File: src/rtl/pipe_collision_controller.sv
// Game-level controller: idle/playing/game-over FSM, two scrolling pipes with
// LFSR-chosen gaps, box-vs-pipe/floor/ceiling collision detection and scoring.
module pipe_collision_controller #(
   parameter int SCREEN_W = 160,
   parameter int BOX_X    = 20,
   parameter int BOX_SIZE = 4,
   parameter int PIPE_W   = 8,
   parameter int GAP_H    = 32,
   parameter int FLOOR_Y  = 116
) (
   input  logic       game_tick_clock,
   input  logic       resetn,
   input  logic       tap,
   input  logic [6:0] y_coordinate,
   output logic [7:0] pipe0_x,
   output logic [7:0] pipe1_x,
   output logic [6:0] pipe0_gap_y,
   output logic [6:0] pipe1_gap_y,
   output logic [7:0] score,
   output logic [1:0] game_state,
   output logic       game_over
);

   typedef enum logic [1:0] {
      ST_IDLE      = 2'd0,
      ST_PLAYING   = 2'd1,
      ST_GAME_OVER = 2'd2
   } state_t;

   localparam logic [7:0] PIPE0_X_INIT = 8'(SCREEN_W / 2);
   localparam logic [7:0] PIPE1_X_INIT = 8'(SCREEN_W - 1);
   localparam logic [7:0] WRAP_X       = 8'(SCREEN_W - 1);
   localparam logic [6:0] GAP_INIT     = 7'd40;
   localparam logic [6:0] LFSR_SEED    = 7'h5A;
   localparam logic [7:0] SCORE_X      = 8'(BOX_X - PIPE_W);

   state_t     state_r;
   logic [6:0] lfsr_r;

   logic       pipe0_hit_s;
   logic       pipe1_hit_s;
   logic       floor_hit_s;
   logic       ceil_hit_s;
   logic       hit_s;
   logic [6:0] new_gap_s;
   logic [8:0] score_sum_s;
   logic [7:0] score_next_s;
   logic [7:0] pipe0_x_next_s;
   logic [7:0] pipe1_x_next_s;

   // x^7 + x^6 + 1 Fibonacci step.
   function automatic logic [6:0] lfsr_next(input logic [6:0] v);
      return {v[5:0], v[6] ^ v[5]};
   endfunction

   // Pipe x after one scroll step, wrapping from 0 to the right edge.
   function automatic logic [7:0] pipe_step(input logic [7:0] x);
      logic [7:0] r;
      if (x == 8'd0) begin
         r = WRAP_X;
      end else begin
         r = x - 8'd1;
      end
      return r;
   endfunction

   // Box collides with a pipe when they overlap horizontally and the box is not fully inside the gap.
   function automatic logic pipe_collides(input logic [7:0] x, input logic [6:0] gap, input logic [6:0] y);
      logic [8:0] x9;
      logic [8:0] g9;
      logic [8:0] y9;
      logic       h_ovl;
      logic       v_miss;
      x9     = {1'b0, x};
      g9     = {2'b00, gap};
      y9     = {2'b00, y};
      h_ovl  = (x9 <= 9'(BOX_X + BOX_SIZE - 1)) && ((x9 + 9'(PIPE_W - 1)) >= 9'(BOX_X));
      v_miss = (y9 < g9) || ((y9 + 9'(BOX_SIZE)) > (g9 + 9'(GAP_H)));
      return h_ovl && v_miss;
   endfunction

   // Collision detection on the current registered pipes and box row.
   always_comb begin
      pipe0_hit_s = pipe_collides(pipe0_x, pipe0_gap_y, y_coordinate);
      pipe1_hit_s = pipe_collides(pipe1_x, pipe1_gap_y, y_coordinate);
      floor_hit_s = ({2'b00, y_coordinate} + 9'(BOX_SIZE)) > 9'(FLOOR_Y);
      ceil_hit_s  = (y_coordinate == 7'd0);
      hit_s       = pipe0_hit_s || pipe1_hit_s || floor_hit_s || ceil_hit_s;
   end

   // Next pipe positions, replacement gap and saturating score increment.
   always_comb begin
      pipe0_x_next_s = pipe_step(pipe0_x);
      pipe1_x_next_s = pipe_step(pipe1_x);
      new_gap_s      = 7'd8 + {1'b0, lfsr_r[5:0]};
      score_sum_s    = {1'b0, score}
                     + {8'd0, (pipe0_x == SCORE_X)}
                     + {8'd0, (pipe1_x == SCORE_X)};
      if (score_sum_s[8]) begin
         score_next_s = 8'hFF;
      end else begin
         score_next_s = score_sum_s[7:0];
      end
   end

   // Gap generator free-runs every tick regardless of game state.
   always_ff @(posedge game_tick_clock or negedge resetn) begin
      if (!resetn) begin
         lfsr_r <= LFSR_SEED;
      end else begin
         lfsr_r <= lfsr_next(lfsr_r);
      end
   end

   // Game FSM with registered pipe, score and status outputs.
   always_ff @(posedge game_tick_clock or negedge resetn) begin
      if (!resetn) begin
         state_r     <= ST_IDLE;
         game_over   <= 1'b0;
         pipe0_x     <= PIPE0_X_INIT;
         pipe1_x     <= PIPE1_X_INIT;
         pipe0_gap_y <= GAP_INIT;
         pipe1_gap_y <= GAP_INIT;
         score       <= 8'd0;
      end else begin
         case (state_r)
            ST_IDLE: begin
               if (tap) begin
                  state_r   <= ST_PLAYING;
                  score     <= 8'd0;
                  game_over <= 1'b0;
               end else begin
                  state_r   <= ST_IDLE;
                  game_over <= 1'b0;
               end
            end
            ST_PLAYING: begin
               if (hit_s) begin
                  state_r   <= ST_GAME_OVER;
                  game_over <= 1'b1;
               end else begin
                  state_r   <= ST_PLAYING;
                  game_over <= 1'b0;
                  pipe0_x   <= pipe0_x_next_s;
                  pipe1_x   <= pipe1_x_next_s;
                  score     <= score_next_s;
                  if (pipe0_x == 8'd0) begin
                     pipe0_gap_y <= new_gap_s;
                  end else begin
                     pipe0_gap_y <= pipe0_gap_y;
                  end
                  if (pipe1_x == 8'd0) begin
                     pipe1_gap_y <= new_gap_s;
                  end else begin
                     pipe1_gap_y <= pipe1_gap_y;
                  end
               end
            end
            ST_GAME_OVER: begin
               if (tap) begin
                  state_r     <= ST_IDLE;
                  game_over   <= 1'b0;
                  pipe0_x     <= PIPE0_X_INIT;
                  pipe1_x     <= PIPE1_X_INIT;
                  pipe0_gap_y <= GAP_INIT;
                  pipe1_gap_y <= GAP_INIT;
               end else begin
                  state_r   <= ST_GAME_OVER;
                  game_over <= 1'b1;
               end
            end
            default: begin
               state_r   <= ST_IDLE;
               game_over <= 1'b0;
            end
         endcase
      end
   end

   assign game_state = state_r;

endmodule
File: config.mk
export PLATFORM = sky130hd
export DESIGN_NAME = pipe_collision_controller
export DESIGN_NICKNAME = d
export VERILOG_FILES = /design/src/rtl/pipe_collision_controller.sv
export SDC_FILE = /design/constraint.sdc
export NUM_CORES = 1
export LEC_CHECK = 0
export ABC_CLOCK_PERIOD_IN_PS = 3050
export BUFFER_PORTS_ARGS = -buffer_cell sky130_fd_sc_hd__clkbuf_2
export CAP_MARGIN = 10
export CORE_ASPECT_RATIO = 0.8
export CORE_MARGIN = 2
export CORE_UTILIZATION = 41
export DETAILED_ROUTE_END_ITERATION = 6
export HOLD_SLACK_MARGIN = 0.12
export PLACE_DENSITY_LB_ADDON = 0.08
export SLEW_MARGIN = 20
export SYNTH_ARGS = -nofsm -noshare
export SYNTH_HDL_FRONTEND = slang
export SYNTH_SLANG_ARGS = --single-unit
export TNS_END_PERCENT = 1
File: constraint.sdc
create_clock -name game_tick_clock -period 3.05 [get_ports game_tick_clock]
set_input_delay 0.305 -clock game_tick_clock [delete_from_list [all_inputs] [get_ports game_tick_clock]]
set_output_delay 0.305 -clock game_tick_clock [all_outputs]
set_load 0.005 [all_outputs]
**Yosys cells after proc, flatten, opt, wreduce, memory -nomap -nowiden**

Cells that the tools add are included.

- Reductions and logical operators: 19
- Div/mod/pow operators: 0
- Shift operators: 0
- Bitwise gates (word level): 1
- Add/subtract/negate cells: 10
- Equality and inequality tests: 9
- $mul: 0
- Multiplexer cells: 26
- $lt $le $gt $ge: 9

Operator list:

| kind | number |
|---|---|
| two-way mux 8 bit | 9 |
| case mux 8 bit (2 select lines) | 3 |
| two-way mux 7 bit | 5 |
| case mux 7 bit (2 select lines) | 2 |
| adder 8 x 3 -> 9 bit (second input constant) | 2 |
| greater-or-equal comparator 9 x 5 -> 1 bit (second input constant) | 2 |
| greater-than comparator 9 x 8 -> 1 bit | 2 |
| adder 7 x 6 -> 8 bit (second input constant) | 2 |
| equality test 8 x 4 -> 1 bit (second input constant) | 2 |
| <= comparator 8 x 5 -> 1 bit (second input constant) | 2 |
| zero test 8 bit | 2 |
| subtractor 8 x 1 -> 8 bit (second input constant) | 2 |
| less-than comparator 7 bit | 2 |
| inequality test 2 bit (second input constant) | 5 |
| adder 8 x 1 -> 9 bit | 1 |
| adder 9 x 1 -> 9 bit | 1 |
| adder 7 x 3 -> 8 bit (second input constant) | 1 |
| greater-than comparator 8 x 7 -> 1 bit (second input constant) | 1 |
| AND reduction 4 bit | 2 |
| adder 4 x 6 -> 7 bit (first input constant) | 1 |
| zero test 7 bit | 1 |
| case mux 2 bit (3 select lines) | 1 |
| AND reduction 3 bit | 2 |
| logical OR 1 bit | 5 |
| other kinds (9) | 16 |

- Memory bits (writable): 0
- Output and inout port bits: 41
- Input bits: 10
- Memories: 0
- Bits in read-only memories: 0
- Register bits after elaboration: 48
- Latch bits: 0

**Logic depth before layout (Yosys ltp)**

- Depth after elaboration: 9
- Mapped depth: 13

**Least setup slack after synthesis**

No wires, ideal clock.

- Kind: register to register
- From: reg pipe1_x[0]
- To: reg pipe0_gap_y[0]
- Data required time: 2928 ps
- Cell stages (with the launch flop): 13
- Path slack: -9 ps
- Path buffers: 2
- Arrival time: 2938 ps
- Cell sequence: dfstp_2 -> inv_1 -> ha_1 -> or4_1 -> a21oi_1 -> or3_2 -> o311a_4 -> o211ai_4 -> or2_1 -> buf_6 -> or3_4 -> buf_6 -> a32o_1

- Longest elaborated chain between the ends: 9
- Elaborated cells on any way between the ends: 10
- Classes of those cells: 1 x add/sub; 2 x order compare; 1 x eq/ne; 6 x reduce/logical

Ends and longest elaborated chain:

| element | RTL line | source |
|---|---|---|
| start: declaration | 16 | `output logic [7:0] pipe1_x,` |
| start signal: assignment | 145 | `pipe1_x <= pipe1_x_next_s;` |
| adder 8 x 3 -> 9 bit | 77 | `h_ovl = (x9 <= 9'(BOX_X + BOX_SIZE - 1)) && ((x9 + 9'(PIPE_W - 1)) >= 9'(BOX_X));` |
| greater-or-equal comparator 9 x 5 -> 1 bit | 77 |  |
| logical AND 1 bit * | 77 |  |
| logical AND 1 bit * | 79 | `return h_ovl && v_miss;` |
| logical OR 1 bit * (3 in a row) | 88 | `hit_s = pipe0_hit_s \|\| pipe1_hit_s \|\| floor_hit_s \|\| ceil_hit_s;` |
| inequality test 2 bit (no line) * | - |  |
| AND reduction 4 bit (no line) * | - |  |
| end signal: assignment | 148 | `pipe0_gap_y <= new_gap_s;` |
| end signal: assignment | 150 | `pipe0_gap_y <= pipe0_gap_y;` |
| end: declaration | 17 | `output logic [6:0] pipe0_gap_y,` |

Every way passes the cells marked *; elsewhere a longest branch is shown, timed or not.
A chain may end at the register's enable or synchronous reset.

**Worst setup path in the final report**

- From: reg pipe1_x[0]
- To: reg pipe0_gap_y[1]

Same word-level chain as after synthesis.

==> impl_metrics.json <==
{
  "drt-met1-wl_um": 4980,
  "slowest_stage": "dfstp_2",
  "finalCritPeriodShare_pct": 95.7,
  "drc": 0,
  "crit_top_cell": "or3_4",
  "whs_ns": 0.120,
  "nets": 467,
  "fin_worst_skew_ns": 0.00624,
  "ys_seq_area_share_pct": 36.4,
  "drtIter0Drc": 153,
  "cts_inserted_buffers": 5,
  "finalHoldViolations": 0,
  "setup_violations": 0,
  "io-pin-count": 51,
  "fmax_mhz": 342,
  "status": "completed",
  "ant_nets": 0,
  "syn_inst": 350,
  "place.gp.congestion": 0.865,
  "syn_to_final_growth_pct": 19.5,
  "ys_ff_latch": 48,
  "first_global_vias": 2834,
  "clock_latency_ns": 0.31,
  "cts_tree": "built",
  "synthesis.nets": 399,
  "crit_chain": "inv_1, ha_2, or4_1, a21oi_2, or3_4, o311a_4, o211ai_4, or2_1, or3_4, a32o_1",
  "synth_common_cells": "ha_1 (38), dfrtp_1 (32), inv_1 (31)",
  "wl_met2_um": 3600,
  "syn_area_per_cell_um2": 9.58,
  "yosysTopAreaCell": "dfrtp_1",
  "crit_required_ns": 3.25,
  "first_pass_iters": 5,
  "yosysMostFrequentCell": "ha_1",
  "hpwl_um": 6970,
  "grt_usage_pct": 20.8,
  "synthesis.area_um2": 3350,
  "critical_path_arrival_ns": 3.12,
  "max-slew-margin-rel_pct": 37.9,
  "power.density_nw_per_um2": 754,
  "die_area_um2": 8930,
  "p_leak_nw": 1.90,
  "placed_cells": 517,
  "drv_slew": 0,
  "n_antenna_cell": 0,
  "critPathMaxFanout": 6,
  "cp-end-kind": "flip-flop",
  "grt_overflow": 0,
  "hold_path_class": "in -> async",
  "path_class": "reg -> reg",
  "via_per_inst": 5.71,
  "antenna_found_initial": 0,
  "avgRoutedWirePerCell_um": 17.1,
  "yosys_warnings": 0,
  "std_cell_rows": 29,
  "ir_drop_uv": 418,
  "fp.dieW_um": 105,
  "cts_sinks": 48,
  "ys.flop_type": "dfrtp_1",
  "portBuffers": 50,
  "htree_levels": 2,
  "synth.area.top_cells": "dfrtp_1 (24%), ha_1 (14%), dfstp_2 (13%)",
  "synth_edf_count": 0,
  "vias": 3010,
  "initial_utilization_pct": 42.2,
  "path_clk_slew_ns": 0.10,
  "critPathLaunchType": "flip-flop",
  "grt_pass1_wl_um": 15000,
  "utilization_pct": 50.4,
  "maxUsedRoutingLayer": "met4",
  "drv_cap": 0,
  "ys_types": 63,
  "wl_met3_um": 402,
  "tightest_slew_ns": 0.932,
  "core_um2": 7950,
  "die_h_um": 84.9,
  "fin_crit_ns": 2.92,
  "instances_no_fill": 527,
  "tns_ns": 0,
  "synth_top_area_share_pct": 23.9,
  "cts_root_buffer": "clkbuf_8",
  "synthArstFlopShare_pct": 100,
  "layout-drive-gt1-share_pct": 26.7,
  "wl_um": 9030,
  "cts_buffer_depth": 2,
  "critical-path-max-stage-delay_ns": 0.58,
  "grt_max_degree": 39
}
==> worst paths after layout <==
check | start | end | slack [ns] | cells past startpoint
setup / recovery | pipe1_x[0] | pipe0_gap_y[1] | 0.13 | 10
hold / removal | resetn | score[2] | 0.12 | 1
setup reg to reg | pipe1_x[0] | pipe0_gap_y[1] | 0.13 | 10
hold reg to reg | lfsr_r[4] | lfsr_r[5] | 0.43 | 0
max in group asynchronous | resetn | pipe0_gap_y[3] | 2.14 | 2
min in group game_tick_clock | tap | pipe0_x[3] | 0.28 | 2
==> through the flow <==
step,total power [mW],setup WS [ns],instance area (um^2)
floorplan,1.90,0.0237,3360
global placement,2.45,0.0337,3850
detailed placement,2.47,-0.0360,3850
CTS,2.97,0.0532,3970
global route,3.27,-0.0234,4010
finish,3.02,0.130,4010
==> logic make-up after synthesis <==
group | count (synthesis) | synth area share [%]
buf+inv | 42 | 5.22
mux | 3 | 0.932
xor+xnor | 7 | 2.05
fa+ha+maj | 39 | 14.8
simple gates | 105 | 18.0
compound gates | 106 | 22.6
flops | 48 | 36.4
==> worst max-delay path: cells and delay by family (launching register included) <==
kind / cells / cell delay, ns
AOI/OAI and AO/OA: 4 / 0.67
adders and majority gates: 1 / 0.19
buffers and inverters: 1 / 0.07
DFF: 1 / 0.58
and+or+nand+nor: 4 / 1.29
==> sequential cells by signal, indices dropped and copies added, names as in the netlist <==
signal       cells
pipe0_x          8
pipe1_x          8
score            8
lfsr_r           7
pipe0_gap_y      7
pipe1_gap_y      7
game_state       2
game_over        1
==> where the power goes <==
part           internal, mW  switching, mW  total, mW  leakage, nW
clock network         0.247          0.242      0.489       0.0548
registers             0.816          0.200       1.02        0.597
logic                 0.647          0.870       1.52         1.24
total                  1.71           1.31       3.02         1.90
==> metal layers <==
| metal | vias up | GRT usage [%] |
|---|---|---|
| met5 | - | 0 |
| met4 | 0 | 3.39 |
| met3 | 5 | 3.38 |
| met2 | 75 | 28.5 |
| met1 | 1476 | 34.3 |
| li1 | 1454 | - |
==> layout by cell type (no fill, tap or decap), types with 4 or more instances in the layout <==
master and n:
a21oi_1 23, a311oi_1 5, a31oi_1 8, a32o_1 8, and3_1 9, buf_4 21
clkbuf_2 50, clkbuf_8 5, dfrtp_1 32, dfstp_2 16, ha_1 37, inv_1 31
nand2_1 15, nand3_1 6, nand4_1 6, nor2_1 16, nor2b_1 8, nor3_1 10
o21ai_0 18, or3_1 7, xor2_1 4
==> cell type report <==
type | instances | area [um^2]
flip-flops and latches | 48 | 1220
inverters | 31 | 116
multi-input cells | 260 | 1990
well taps | 108 | 135
fillers | 762 | 3940
clock buffers | 5 | 68.8
repair buffers | 72 | 428
clock inverters | 3 | 46.3
==> what timing repair did <==
action,4_1_cts,5_1_grt
pin swaps,0,5
hold buffers,0,0
setup endpoints to repair,1,29
setup buffers,0,2
endpoints found under the hold margin,0,0
gates resized for setup,1,7
Note: power is estimated with default switching activity, not from simulation.
